### src/rtl/cp0_defs.sv
// Shared definitions for the coprocessor-0 register file.
// Holds the register numbers and selects, the Status/Cause bit positions,
// the Status write mask and reset values, and a decoder that maps an
// (addr, sel) pair onto one of the implemented registers.
package cp0_defs;

  // Register numbers and selects
  localparam logic [4:0] ADDR_BADVADDR = 5'd8;
  localparam logic [4:0] ADDR_COUNT    = 5'd9;
  localparam logic [4:0] ADDR_COMPARE  = 5'd11;
  localparam logic [4:0] ADDR_STATUS   = 5'd12;
  localparam logic [4:0] ADDR_CAUSE    = 5'd13;
  localparam logic [4:0] ADDR_EPC      = 5'd14;
  localparam logic [4:0] ADDR_PRID     = 5'd15;
  localparam logic [4:0] ADDR_EBASE    = 5'd15;
  localparam logic [4:0] ADDR_CONFIG   = 5'd16;
  localparam logic [2:0] SEL_PRID      = 3'd0;
  localparam logic [2:0] SEL_EBASE     = 3'd1;

  // Status bit positions
  localparam int ST_IE  = 0;
  localparam int ST_EXL = 1;
  localparam int ST_ERL = 2;
  localparam int ST_IM0 = 8;   // IM[7:0] occupies [15:8]
  localparam int ST_BEV = 22;

  // Cause bit positions
  localparam int CA_EXC0 = 2;  // ExcCode occupies [6:2]
  localparam int CA_IP0  = 8;  // IP[7:0] occupies [15:8]
  localparam int CA_IV   = 23;
  localparam int CA_TI   = 30;
  localparam int CA_BD   = 31;

  // Status: IM, BEV, ERL, EXL, IE are writable; everything else reads 0.
  localparam logic [31:0] STATUS_WMASK = 32'h0040_FF07;
  localparam logic [31:0] STATUS_RESET = 32'h0040_0000;

  // EBase[31:30] are hard-wired to this value.
  localparam logic [1:0]  EBASE_TOP    = 2'b10;

  typedef enum logic [3:0] {
    REG_NONE,
    REG_BADVADDR,
    REG_COUNT,
    REG_COMPARE,
    REG_STATUS,
    REG_CAUSE,
    REG_EPC,
    REG_PRID,
    REG_EBASE,
    REG_CONFIG
  } cp0_reg_e;

  // Anything not listed decodes to REG_NONE: writes drop, reads return 0.
  function automatic cp0_reg_e cp0_decode(input logic [4:0] addr,
                                          input logic [2:0] sel);
    cp0_reg_e r;
    r = REG_NONE;
    if (sel == SEL_PRID) begin
      case (addr)
        ADDR_BADVADDR: r = REG_BADVADDR;
        ADDR_COUNT:    r = REG_COUNT;
        ADDR_COMPARE:  r = REG_COMPARE;
        ADDR_STATUS:   r = REG_STATUS;
        ADDR_CAUSE:    r = REG_CAUSE;
        ADDR_EPC:      r = REG_EPC;
        ADDR_PRID:     r = REG_PRID;
        ADDR_CONFIG:   r = REG_CONFIG;
        default:       r = REG_NONE;
      endcase
    end else if (sel == SEL_EBASE && addr == ADDR_EBASE) begin
      r = REG_EBASE;
    end
    return r;
  endfunction

endpackage

### src/rtl/cp0_timer.sv
// Count/Compare timer for CP0.
// Count advances once every COUNT_DIV clocks (COUNT_DIV is 1 or 2) and wraps
// naturally at 2^32. TI is set on the increment edge that makes Count equal
// Compare and stays set until Compare is written.
// Ports:
//   clk, resetn      clock, synchronous active-low reset
//   i_count_we       load Count from i_wdata and restart the divider phase
//   i_compare_we     load Compare from i_wdata and clear TI
//   i_wdata          write data for either register
//   o_count          current Count
//   o_compare        current Compare
//   o_ti             timer interrupt flag (Cause.TI)
module cp0_timer #(
  parameter int COUNT_DIV = 2
) (
  input  logic        clk,
  input  logic        resetn,
  input  logic        i_count_we,
  input  logic        i_compare_we,
  input  logic [31:0] i_wdata,
  output logic [31:0] o_count,
  output logic [31:0] o_compare,
  output logic        o_ti
);

  // With a divider of 1 the phase never leaves 0 and every cycle is a wrap.
  localparam logic PHASE_LAST = (COUNT_DIV == 2);

  logic        r_phase;
  logic [31:0] r_count;
  logic [31:0] r_compare;
  logic        r_ti;

  logic        w_wrap;
  logic        w_inc;
  logic [31:0] w_count_inc;

  assign w_wrap      = (r_phase == PHASE_LAST);
  // A Count write on the same edge suppresses the increment.
  assign w_inc       = w_wrap & ~i_count_we;
  assign w_count_inc = r_count + 32'd1;

  always_ff @(posedge clk) begin
    if (!resetn) begin
      r_phase   <= 1'b0;
      r_count   <= '0;
      r_compare <= '0;
      r_ti      <= 1'b0;
    end else begin
      if (i_count_we) begin
        r_count <= i_wdata;
        r_phase <= 1'b0;
      end else begin
        r_phase <= w_wrap ? 1'b0 : ~r_phase;
        if (w_inc) r_count <= w_count_inc;
      end

      if (i_compare_we) r_compare <= i_wdata;

      // Clearing by a Compare write wins over a coincident match.
      if (i_compare_we)                               r_ti <= 1'b0;
      else if (w_inc && (w_count_inc == r_compare))   r_ti <= 1'b1;
    end
  end

  assign o_count   = r_count;
  assign o_compare = r_compare;
  assign o_ti      = r_ti;

endmodule

### src/rtl/cp0_regfile.sv
// Coprocessor-0 register file.
// Holds BadVAddr, Count, Compare, Status, Cause, EPC, PRId, EBase, Config.
// Updated by the exception unit (exception commit, eret) and by MTC0;
// read combinationally by MFC0 (no bypass of a same-cycle write).
// Ports:
//   clk, resetn                     clock, synchronous active-low reset
//   mtc0_we/addr/sel/wdata          MTC0 write port
//   mfc0_addr/sel -> mfc0_rdata     MFC0 read port
//   exp_we, exp_clean_exl           exception commit / eret commit
//   exp_code, exp_epc, exp_bd       ExcCode, EPC, branch-delay flag
//   exp_badv_we, exp_bad_vaddr      BadVAddr update
//   hw_int                          level interrupt lines
//   epc_out, ebase_out              vectors for the exception unit
//   int_flags, allow_int            pending masked interrupts, global enable
//   special_int_vec, boot_exp_vec   Cause.IV, Status.BEV
//   timer_int                       Cause.TI
module cp0_regfile
  import cp0_defs::*;
#(
  parameter logic [31:0] PRID      = 32'h0000_4220,
  parameter logic [31:0] CONFIG0   = 32'h8000_0000,
  parameter int          COUNT_DIV = 2
) (
  input  logic        clk,
  input  logic        resetn,
  input  logic        mtc0_we,
  input  logic [4:0]  mtc0_addr,
  input  logic [2:0]  mtc0_sel,
  input  logic [31:0] mtc0_wdata,
  input  logic [4:0]  mfc0_addr,
  input  logic [2:0]  mfc0_sel,
  output logic [31:0] mfc0_rdata,
  input  logic        exp_we,
  input  logic        exp_clean_exl,
  input  logic [4:0]  exp_code,
  input  logic [31:0] exp_epc,
  input  logic        exp_bd,
  input  logic        exp_badv_we,
  input  logic [31:0] exp_bad_vaddr,
  input  logic [5:0]  hw_int,
  output logic [31:0] epc_out,
  output logic [19:0] ebase_out,
  output logic [7:0]  int_flags,
  output logic        allow_int,
  output logic        special_int_vec,
  output logic        boot_exp_vec,
  output logic        timer_int
);

  logic [31:0] r_status;
  logic        r_bd;
  logic        r_iv;
  logic [7:0]  r_ip;
  logic [4:0]  r_exc_code;
  logic [31:0] r_epc;
  logic [31:0] r_badvaddr;
  logic [17:0] r_ebase;      // EBase[29:12]

  cp0_reg_e    w_wr_reg;
  cp0_reg_e    w_rd_reg;
  logic        w_mtc0_ok;
  logic [31:0] w_count;
  logic [31:0] w_compare;
  logic        w_ti;
  logic [31:0] w_cause;
  logic [31:0] w_ebase;
  logic [31:0] w_rdata;

  assign w_wr_reg = cp0_decode(mtc0_addr, mtc0_sel);
  assign w_rd_reg = cp0_decode(mfc0_addr, mfc0_sel);

  // An MTC0 that loses to an exception or eret is dropped entirely,
  // including the Count/Compare side effects inside the timer.
  assign w_mtc0_ok = mtc0_we & ~exp_we & ~exp_clean_exl;

  cp0_timer #(
    .COUNT_DIV (COUNT_DIV)
  ) u_timer (
    .clk          (clk),
    .resetn       (resetn),
    .i_count_we   (w_mtc0_ok && (w_wr_reg == REG_COUNT)),
    .i_compare_we (w_mtc0_ok && (w_wr_reg == REG_COMPARE)),
    .i_wdata      (mtc0_wdata),
    .o_count      (w_count),
    .o_compare    (w_compare),
    .o_ti         (w_ti)
  );

  always_ff @(posedge clk) begin
    if (!resetn) begin
      r_status   <= STATUS_RESET;
      r_bd       <= 1'b0;
      r_iv       <= 1'b0;
      r_ip       <= '0;
      r_exc_code <= '0;
      r_epc      <= '0;
      r_badvaddr <= '0;
      r_ebase    <= '0;
    end else begin
      // Hardware IP bits mirror the lines every cycle; IP7 also carries TI.
      r_ip[7:2] <= {hw_int[5] | w_ti, hw_int[4:0]};

      if (exp_we) begin
        // A nested exception (EXL already set) keeps the original EPC/BD.
        if (!r_status[ST_EXL]) begin
          r_epc <= exp_epc;
          r_bd  <= exp_bd;
        end
        r_status[ST_EXL] <= 1'b1;
        r_exc_code       <= exp_code;
        if (exp_badv_we) r_badvaddr <= exp_bad_vaddr;
      end else if (exp_clean_exl) begin
        r_status[ST_EXL] <= 1'b0;
      end else if (mtc0_we) begin
        case (w_wr_reg)
          REG_STATUS: r_status <= (r_status & ~STATUS_WMASK) | (mtc0_wdata & STATUS_WMASK);
          REG_CAUSE: begin
            r_iv      <= mtc0_wdata[CA_IV];
            r_ip[1:0] <= mtc0_wdata[CA_IP0+1:CA_IP0];
          end
          REG_EPC:    r_epc   <= mtc0_wdata;
          REG_EBASE:  r_ebase <= mtc0_wdata[29:12];
          default: ;
        endcase
      end
    end
  end

  always_comb begin
    w_cause                     = '0;
    w_cause[CA_BD]              = r_bd;
    w_cause[CA_TI]              = w_ti;
    w_cause[CA_IV]              = r_iv;
    w_cause[CA_IP0+7:CA_IP0]    = r_ip;
    w_cause[CA_EXC0+4:CA_EXC0]  = r_exc_code;
  end

  assign w_ebase = {EBASE_TOP, r_ebase, 12'h000};

  always_comb begin
    w_rdata = '0;
    case (w_rd_reg)
      REG_BADVADDR: w_rdata = r_badvaddr;
      REG_COUNT:    w_rdata = w_count;
      REG_COMPARE:  w_rdata = w_compare;
      REG_STATUS:   w_rdata = r_status;
      REG_CAUSE:    w_rdata = w_cause;
      REG_EPC:      w_rdata = r_epc;
      REG_PRID:     w_rdata = PRID;
      REG_EBASE:    w_rdata = w_ebase;
      REG_CONFIG:   w_rdata = CONFIG0;
      default:      w_rdata = '0;
    endcase
  end

  assign mfc0_rdata      = w_rdata;
  assign epc_out         = r_epc;
  assign ebase_out       = w_ebase[31:12];
  assign int_flags       = r_ip & r_status[ST_IM0+7:ST_IM0];
  assign allow_int       = ({r_status[ST_ERL], r_status[ST_EXL], r_status[ST_IE]} == 3'b001);
  assign special_int_vec = r_iv;
  assign boot_exp_vec    = r_status[ST_BEV];
  assign timer_int       = w_ti;

endmodule

### config.mk
export PLATFORM = sky130hd
export DESIGN_NAME = cp0_regfile
export DESIGN_NICKNAME = d
export VERILOG_FILES = /design/src/rtl/cp0_defs.sv /design/src/rtl/cp0_timer.sv /design/src/rtl/cp0_regfile.sv
export SDC_FILE = /design/constraint.sdc
export NUM_CORES = 1
export LEC_CHECK = 0
export CAP_MARGIN = 20
export CORE_MARGIN = 5
export CORE_UTILIZATION = 30
export DETAILED_ROUTE_END_ITERATION = 8
export DONT_BUFFER_PORTS = 1
export PLACE_DENSITY = 0.41
export SLEW_MARGIN = 20
export SYNTH_ARGS = -nofsm -noshare
export SYNTH_HDL_FRONTEND = slang
export SYNTH_HIERARCHICAL = 1
export SYNTH_SLANG_ARGS = --single-unit
### constraint.sdc
create_clock -name clk -period 3 [get_ports clk]
set_input_delay 0.3 -clock clk [delete_from_list [all_inputs] [get_ports clk]]
set_output_delay 0.3 -clock clk [all_outputs]
set_load 0.1 [all_outputs]
==> summary.txt <==
Synthesized cell area: 10400 sq um
CP delay by family, top: simple AND/OR/NAND/NOR gates
Crit share post-route: 94.5%
CTS root buffer: clkbuf_16
Die height: 196 um
Netlist cell types: 81
Pint: 3.87 mW
Crit path DAT: 3.21 ns
Largest net degree at the start of global routing: 133
Yosys warns: 6
Hold Violations, Final: 0
Layout cells sized above 1: 16.1%
Worst setup EP type: register
WL/cell: 24.1 um
Worst EP required: 3.38 ns
Hold buffer count at CTS: 27
Area delta synth->final: 24.6%
R2R Setup Slk: 0.16 ns
CP Launch Type: register
CP peak stage delay: 0.65 ns
I/O Pins: 226
FP Rows: 68
Global Route Usage Sum: 21.8%
Die width: 196 um
Slew @ Worst Pin: 1.04 ns
Final instance area: 12900 sq um
CP Buf/Inv Count: 0
Vias in the first global route: 9311
TritonRoute pass-1 iters: 6
Worst vdd rail ir drop: 422 uV
Die footprint: 38400 sq um
Minimum clock period: 2.84 ns
Clock network power share: 41.6%
Remaining Overflow, GRT: 0
Final Max Slew Viols: 0
Max Fclk: 0.353 GHz
Ant. Diodes: 0
Post-CTS sizing: 0
Leakage: 5.08 nW
Skew-Pair Late Insertion Delay: 0.45 ns
PD cells: 422 nW/um^2
Maxcap violations: 0
Dpl hpwl: 32300 um
Seq/Total Area, Yosys: 33.7%
Initial antenna violation count: 2
First-pass GRT wire length: 63000 um
Final ANT Viol Nets: 0
Nets: 1444
Net Count, Synth: 1363
CTS Buf Count: 17
Routed Wire Length: 42800 um
CORE AREA: 34400 sq um
Syn Inst Count: 1228
Final setup fails: 0
Fillers: 3557
Vias/cell: 5.22
Synth async-reset ratio: 0%
EDFF count, synth: 0
Iter 0 DRT Violations: 523
Most frequent cells in the layout: nand2_1, dfxtp_1, mux2i_1, buf_4, nor2b_1
Net switching power of the design: 1.60 mW
Util after Layout: 37.6%
Post-synthesis register bit count: 175
Post-CTS setup buffers: 0
HP Class: in2reg
Switching fraction of total power: 29.2%
Clock buffer depth: 2
Initial core utilization: 30.2%
Max FO, Critical Path: 8
Via Count: 9263
Synth Flop Type: dfxtp_1
Slowest stage cell, crit path: or4_1
DR DRC count: 0
Run status: complete, no violations
Cell Area, Placed: 12100 sq um
Worst Skew: 0.0121 ns
Avg Inst Size Synth: 8.46 sq um
Rel. slew slack: 31.2%
Flop pwr share: 44.7%
H-tree lvl count: 4
CTS tree: done
Clk slew on worst S/H paths: 0.07 ns
Most common cell after layout, fill and taps aside: nand2_1
Combinational cell fraction of total power: 13.7%
Type of the worst setup path: reg2reg
RSZ-0062 raised after global routing: false
Worst path cell trace: nand4_1 -> or4_1 -> nor3_4 -> nand4_1 -> nand2_1 -> nand4b_1 -> or4_1 -> o21ai_1
CTS sink cnt: 175
IO Port Bufs: 0
Routability cong.: 0.901
## final timing paths
| kind | startpoint | to | depth (start not counted) |
|---|---|---|---|
| worst max-delay path | u_timer/o_count[14] | u_timer/o_ti | 8 |
| worst min-delay path | exp_bad_vaddr[2] | r_badvaddr[2] | 2 |
| worst max register to register | u_timer/o_count[14] | u_timer/o_ti | 8 |
| worst min register to register | r_badvaddr[27] | r_badvaddr[27] | 2 |
## synth_stat cells (9+ instances only)
| library cell | count | area, sq um |
|---|---|---|
| nor2b_1 | 80 | 500 |
| a22oi_1 | 22 | 165 |
| xnor2_1 | 43 | 377 |
| nor3_1 | 9 | 45.0 |
| nand2_1 | 201 | 754 |
| a21oi_1 | 13 | 65.1 |
| a21boi_0 | 32 | 240 |
| o21ai_0 | 43 | 215 |
| and2_1 | 46 | 288 |
| clkbuf_1 | 51 | 191 |
| o211ai_1 | 14 | 105 |
| xor2_1 | 32 | 280 |
| a222oi_1 | 12 | 120 |
| dfxtp_1 | 175 | 3500 |
| buf_4 | 16 | 120 |
| nand4_1 | 18 | 113 |
| o21ai_1 | 20 | 100 |
| a211oi_1 | 13 | 97.6 |
| nor2_1 | 41 | 154 |
| nand3_1 | 23 | 115 |
| inv_1 | 26 | 97.6 |
| buf_2 | 24 | 120 |
| mux2i_1 | 113 | 1130 |
| o211a_1 | 34 | 340 |
## final cells by class
| cell class | count | area, sq um | area share, % |
|---|---|---|---|
| inverters | 26 | 100 | 0.773 |
| clock buffers | 18 | 439 | 3.39 |
| repair buffers | 157 | 1770 | 13.7 |
| clock inverters | 12 | 136 | 1.05 |
| multi-input cells | 932 | 6420 | 49.6 |
| flip-flops and latches | 175 | 3500 | 27.1 |
| well taps | 455 | 569 | 4.40 |
## sequential cells by signal, indices dropped and copies added, names as in the netlist
register           cells
u_timer/o_compare     32
r_bd                   1
r_ebase               18
r_badvaddr            32
special_int_vec        1
r_status              12
r_exc_code             5
epc_out               32
u_timer/o_count       32
u_timer/r_phase        1
u_timer/o_ti           1
r_ip                   8
## per-layer routing
layer,GRT usage [%],wire length [um]
met5,0,27
met1,26.6,17800
met3,7.16,3490
met4,8.09,1610
met2,35.9,19900
## per-stage QoR
stage          total power [mW]  TNS (ns)  instances  setup WS, ns  hold slack [ns]
2_1_floorplan              3.07     -1.57       1228        -0.161            0.410
3_3_place_gp               3.20         0       1718         0.159            0.417
3_5_place_dp               3.20         0       1718         0.182            0.416
4_1_cts                    5.52         0       1775         0.153          0.00206
5_1_grt                    5.67         0       1775        0.0380          0.00102
6_report                   5.47         0       1775         0.164          0.00974
## logic make-up after synthesis
family	count (synthesis)	share of synthesized area (%)
xor+xnor	75	6.33
buf+inv	121	5.31
fa+ha+maj	6	0.699
compound gates	241	17.2
simple gates	487	24.7
mux	121	11.9
flops	175	33.7
other cells	2	0.0723
## power groups by stage
stage | combinational [mW] | clock (mW) | sequential, mW
floorplan | 0.327 | 0 | 2.75
global placement | 0.708 | 0 | 2.50
detailed placement | 0.709 | 0 | 2.49
CTS | 0.753 | 2.32 | 2.44
global route | 0.791 | 2.43 | 2.45
finish | 0.749 | 2.27 | 2.44
Note: power is estimated with default switching activity, not from simulation.
